--- src/rtl/kscan_pkg.sv ---
// rtl/kscan_pkg.sv - shared types and sizing helpers for the keypad scanner
package kscan_pkg;

  typedef enum logic [1:0] {
    SCAN     = 2'd0,
    PRESS_DB = 2'd1,
    HELD     = 2'd2,
    REL_DB   = 2'd3
  } kscan_state_e;

  localparam int DEF_ROWS = 4;
  localparam int DEF_COLS = 4;

  function automatic int idx_width(input int n);
    return (n > 1) ? $clog2(n) : 1;
  endfunction

  function automatic int key_width(input int rows, input int cols);
    return idx_width(rows * cols);
  endfunction

endpackage

--- src/rtl/kscan_debounce.sv ---
// rtl/kscan_debounce.sv - saturating stable-level counter shared by press and release debounce
module kscan_debounce #(
  parameter int DEBOUNCE_CNT = 8
) (
  input  logic clk,
  input  logic reset,
  input  logic start,
  input  logic en,
  input  logic level,
  input  logic target,
  output logic done,
  output logic fail
);

  localparam int CNT_W = $clog2(DEBOUNCE_CNT) + 1;
  localparam logic [CNT_W-1:0] CNT_LAST = CNT_W'(DEBOUNCE_CNT - 1);

  logic [CNT_W-1:0] cnt_q, cnt_d;
  logic             match;

  assign match = (level == target);
  assign done  = en && match && (cnt_q == CNT_LAST);
  assign fail  = en && !match;

  // Clear on start, count stable cycles while enabled, hold at the terminal value
  always_comb begin
    cnt_d = cnt_q;
    if (start) begin
      cnt_d = '0;
    end else if (en && match && (cnt_q != CNT_LAST)) begin
      cnt_d = cnt_q + 1'b1;
    end
  end

  // Counter register
  always_ff @(posedge clk) begin
    if (reset) begin
      cnt_q <= '0;
    end else begin
      cnt_q <= cnt_d;
    end
  end

endmodule

--- src/rtl/keypad_scan.sv ---
// rtl/keypad_scan.sv - row-scanning matrix keypad controller with press/release debounce
module keypad_scan import kscan_pkg::*; #(
  parameter int ROWS         = DEF_ROWS,
  parameter int COLS         = DEF_COLS,
  parameter int SCAN_DIV     = 4,
  parameter int DEBOUNCE_CNT = 8,
  localparam int KW          = key_width(ROWS, COLS)
) (
  input  logic            clk,
  input  logic            reset,
  input  logic [COLS-1:0] cols,
  output logic [ROWS-1:0] rows,
  output logic [KW-1:0]   key,
  output logic            key_valid,
  output logic            key_held
);

  localparam int RW      = idx_width(ROWS);
  localparam int CW      = idx_width(COLS);
  localparam int DWELL_W = $clog2(SCAN_DIV) + 1;
  localparam logic [DWELL_W-1:0] DWELL_LAST = DWELL_W'(SCAN_DIV - 1);

  kscan_state_e      state_q, state_d;
  logic [RW-1:0]     row_q, row_d;
  logic [CW-1:0]     col_q, col_d;
  logic [DWELL_W-1:0] dwell_q, dwell_d;
  logic [ROWS-1:0]   rows_q, rows_d;
  logic [KW-1:0]     key_q, key_d;
  logic              key_valid_q, key_valid_d;
  logic              key_held_q, key_held_d;

  logic              any_low;
  logic [CW-1:0]     col_sel;
  logic [RW-1:0]     next_row;
  logic [KW-1:0]     code;
  logic              col_level;
  logic              db_start, db_en, db_target, db_done, db_fail;

  assign next_row  = (row_q == RW'(ROWS - 1)) ? '0 : row_q + 1'b1;
  assign code      = KW'(int'(row_q) * COLS + int'(col_q));
  assign col_level = cols[col_q];

  // Lowest-index active-low column wins
  always_comb begin
    any_low = 1'b0;
    col_sel = '0;
    for (int c = COLS - 1; c >= 0; c--) begin
      if (!cols[c]) begin
        any_low = 1'b1;
        col_sel = CW'(c);
      end
    end
  end

  kscan_debounce #(
    .DEBOUNCE_CNT(DEBOUNCE_CNT)
  ) u_debounce (
    .clk    (clk),
    .reset  (reset),
    .start  (db_start),
    .en     (db_en),
    .level  (col_level),
    .target (db_target),
    .done   (db_done),
    .fail   (db_fail)
  );

  // Scan / debounce / hold sequencing; the row stays frozen outside SCAN
  always_comb begin
    state_d     = state_q;
    row_d       = row_q;
    col_d       = col_q;
    dwell_d     = dwell_q;
    key_d       = key_q;
    key_valid_d = 1'b0;
    key_held_d  = key_held_q;
    db_start    = 1'b0;
    db_en       = 1'b0;
    db_target   = 1'b0;
    case (state_q)
      SCAN: begin
        if (dwell_q == DWELL_LAST) begin
          dwell_d = '0;
          if (any_low) begin
            col_d    = col_sel;
            db_start = 1'b1;
            state_d  = PRESS_DB;
          end else begin
            row_d = next_row;
          end
        end else begin
          dwell_d = dwell_q + 1'b1;
        end
      end
      PRESS_DB: begin
        db_en     = 1'b1;
        db_target = 1'b0;
        if (db_fail) begin
          row_d   = next_row;
          state_d = SCAN;
        end else if (db_done) begin
          key_d       = code;
          key_valid_d = 1'b1;
          key_held_d  = 1'b1;
          state_d     = HELD;
        end
      end
      HELD: begin
        if (col_level) begin
          db_start = 1'b1;
          state_d  = REL_DB;
        end
      end
      REL_DB: begin
        db_en     = 1'b1;
        db_target = 1'b1;
        if (db_fail) begin
          state_d = HELD;
        end else if (db_done) begin
          key_held_d = 1'b0;
          row_d      = next_row;
          dwell_d    = '0;
          state_d    = SCAN;
        end
      end
      default: state_d = SCAN;
    endcase
    rows_d = ~(ROWS'(1) << row_d);
  end

  // State and registered outputs
  always_ff @(posedge clk) begin
    if (reset) begin
      state_q     <= SCAN;
      row_q       <= '0;
      col_q       <= '0;
      dwell_q     <= '0;
      rows_q      <= ~ROWS'(1);
      key_q       <= '0;
      key_valid_q <= 1'b0;
      key_held_q  <= 1'b0;
    end else begin
      state_q     <= state_d;
      row_q       <= row_d;
      col_q       <= col_d;
      dwell_q     <= dwell_d;
      rows_q      <= rows_d;
      key_q       <= key_d;
      key_valid_q <= key_valid_d;
      key_held_q  <= key_held_d;
    end
  end

  assign rows      = rows_q;
  assign key       = key_q;
  assign key_valid = key_valid_q;
  assign key_held  = key_held_q;

endmodule

--- config.mk ---
export PLATFORM = sky130hd
export DESIGN_NAME = keypad_scan
export DESIGN_NICKNAME = d
export VERILOG_FILES = /design/src/rtl/kscan_pkg.sv /design/src/rtl/kscan_debounce.sv /design/src/rtl/keypad_scan.sv
export SDC_FILE = /design/constraint.sdc
export NUM_CORES = 1
export LEC_CHECK = 0
export ABC_AREA = 1
export CORE_MARGIN = 10
export CORE_UTILIZATION = 49
export DETAILED_ROUTE_END_ITERATION = 8
export PLACE_DENSITY = 0.84
export RECOVER_POWER = 25
export SLEW_MARGIN = 20
export SYNTH_ARGS = -nofsm -noshare
export SYNTH_HDL_FRONTEND = slang
export SYNTH_HIERARCHICAL = 1
export SYNTH_SLANG_ARGS = --single-unit
export TNS_END_PERCENT = 1
--- constraint.sdc ---
create_clock -name clk -period 2.05 [get_ports clk]
set_input_delay 0.205 -clock clk [delete_from_list [all_inputs] [get_ports clk]]
set_output_delay 0.205 -clock clk [all_outputs]
set_load 0.02 [all_outputs]
==> summary.txt <==
Outcome
  – Outcome: complete, no violations

Die
  – Core area: 2480 sq um
  – Row cnt: 18
  – Starting Density: 0.513
  – Die footprint: 5030 sq um
  – # IOs: 16
  – DIE WIDTH: 70.9 um
  – DIE HEIGHT: 70.9 um

Critical path
  – CP Data Arrival Time: roughly 2.1 ns
  – Critical Path Fanout Max: 4
  – Crit-path cells: inv_1 > nand2_1 > nand3_1 > nand2_1 > inv_1 > nand2_1 > nand2_4 > nand2_2 > nor2_1 > nand2_2 > nand2_2 > nand3_1 > nand2_1 > nand2_2 > nor2_4 > nand3_1
  – CP max-delay cell: dfxtp_2
  – CP startpoint kind: flip-flop
  – WP data required: 2.26 ns
  – CP Class: flip-flop to flip-flop
  – Crit-path max cell delay: 0.36 ns
  – CP endpoint kind: flip-flop

Power and ir drop
  – P_leak: between 0.7 and 0.8 nW
  – P per Cell Area: 561 nW/um^2
  – VDD IR-drop max: 0.000514 V
  – Total Power: 875 uW

Final layout
  – Commonest non-fill, non-tap cell in the layout: nand2_1
  – # nets final: 218
  – Ratio of cells with drive above 1 in the final layout: 0.245
  – Area added between synthesis and finish: 22.8%
  – FILL cells: 241
  – Commonest non-fill, non-tap cells in the layout: nand2_1, inv_1, dfxtp_1
  – Final instance area: 1560 sq um
  – Number of antenna diodes: 0
  – FF+latch area: 462 sq um
  – Area of the multi-input gates: between 600 and 700 sq um

Clock tree
  – Clock root buffer: clkbuf_4
  – CTS max path bufs: 2
  – TritonCTS clock tree: built
  – Clock Sinks: 23
  – Clk slew on worst S/H paths: 0.13 ns
  – Worst-Skew Late Latency: slightly above 0.3 ns
  – CTS HTree Levels: 1
  – Number of buffers created by CTS: 3

Yosys
  – Cell taking the most area after synthesis: dfxtp_1
  – Synthesized area per cell: 7.06 sq um
  – Seq cells post-synth: 23
  – Area of the mapped netlist: 1270 sq um
  – YS warnings: 6
  – Top-area cell type share of the netlist area: 0.363
  – Sequential area share after synthesis: 0.363
  – Largest cells by area after synthesis: dfxtp_1, nand2_1, nand3_1, inv_1, nand2_2
  – Synthesized Nets: between 150 and 200
  – Cells after synthesis: 180
  – Distinct cells, synth: 26

Timing
  – Endpoints failing hold: 0
  – Final Critical Period: roughly 1.8 ns
  – Period utilization: 0.899
  – Setup TNS: 0 ns
  – Final setup violation count: 0
  – Max_slew headroom: 0.737
  – RSZ-0062 raised after global routing: false
  – Achievable clock frequency: 0.542 GHz
  – Final Skew: 0.00264 ns
  – Slew Limit Fails: 0
  – Worst-margin pin slew: 0.395 ns

Drt
  – Initial DRC Count: 50
  – Vias per cell: 4.93
  – Drt wl/cell: about 11 um
  – DRC viols: 0
  – Detail Route Antenna Nets: 0
  – DRT Pass-1 Iters: 4
  – Post-Route WL: 2580 um
  – DR vias: around 1200

Placement
  – Placer Congestion: roughly 0.92
  – IO Port Bufs: 15
  – Detailed placement HPWL: 2100 um
  – Post-DP Area: 1530 sq um

Worst hold path
  – Worst Hold Class: flip-flop to flip-flop

GRT
  – Initial antenna violation count: 0
  – Grt ovf: 0
  – Via count of the first global-routing pass: 1130
  – Tot GR Track Use: 0.109
  – Largest net degree at the start of global routing: 14
  – First-pass GRT wire length: 4650 um

Job
  – MaxCap Viol Count: 0
-- timing repair --
action	CTS	global route
buffers inserted	0	0
resized for setup	0	3
hold buffers	0	0
endpoints found under the setup margin	0	7
-- cells in the mapped netlist (all sizes together) --
master       number
clkinv            1
nand2            52
dlygate4sd3       1
o2111a            1
ha                3
dfxtp            23
buf               1
a21oi            10
a211oi            1
inv              32
o21bai            1
nand4             2
nor2             21
nand3            22
and3              1
nor3              1
o21ai             7
-- kinds of logic after synthesis --
| family | synth area share |
|---|---|
| compound gates | 0.0975 |
| fa+ha+maj | 0.0296 |
| flops | 0.363 |
| buf+inv | 0.110 |
| simple gates | 0.400 |
-- through the flow --
stage	utilization	hold slack [ns]	setup slack [ns]	instances
6_report	0.629	0.476	0.206	238
5_1_grt	0.629	0.512	0.00898	238
3_3_place_gp	0.616	0.451	-0.0474	234
2_1_floorplan	-	0.274	0.257	180
3_5_place_dp	0.616	0.468	-0.108	234
4_1_cts	0.627	0.486	0.139	238
-- worst max-delay path, delay by kind of cell, from the launching register on --
family | cells | cell delay [ns]
and+or+nand+nor | 14 | 1.19
buffers and inverters | 2 | 0.18
DFF | 1 | 0.36
-- final cells by class --
class	count	share of cell area
multi-input combinational	122	0.433
sequential	23	0.296
timing repair buffer	26	0.149
inverter	33	0.0803
tap	30	0.0241
clock buffer	3	0.0144
clock inverter	1	0.00321
-- layer usage --
metal | wire length (um) | vias up | GRT usage
met5 | 0 | - | 0
met4 | 30 | 0 | 0.0387
met3 | 128 | 4 | 0.0307
met2 | 1270 | 24 | 0.192
met1 | 1160 | 521 | 0.121
li1 | - | 625 | -
-- path summary, 6_finish.rpt --
path,start,endpoint,slack [ns],cells past startpoint
worst min-delay path,key_held$_SDFFE_PP0P_,key_held$_SDFFE_PP0P_,0.48,2
worst max register to register,col_q[0]$_SDFFE_PP0P_,rows[1]$_SDFF_PP1_,0.21,16
worst min register to register,key_held$_SDFFE_PP0P_,key_held$_SDFFE_PP0P_,0.48,2
worst max-delay path,col_q[0]$_SDFFE_PP0P_,rows[1]$_SDFF_PP1_,0.21,16
-- sequential cells by signal (all words and copies together) (netlist names) --
register	flops
dwell_q	3
key_valid	1
state_q	2
key_held	1
u_debounce/cnt_q	4
key	4
row_q	2
col_q	2
rows	4
-- report_power, final --
part	leakage [nW]	total, mW	switching, mW	internal, mW
clock network	0.0177	0.212	0.139	0.0730
registers	0.187	0.480	0.0127	0.467
logic	0.539	0.183	0.107	0.0752
total	0.743	0.875	0.259	0.616
Power figures use the tool's default switching activity.
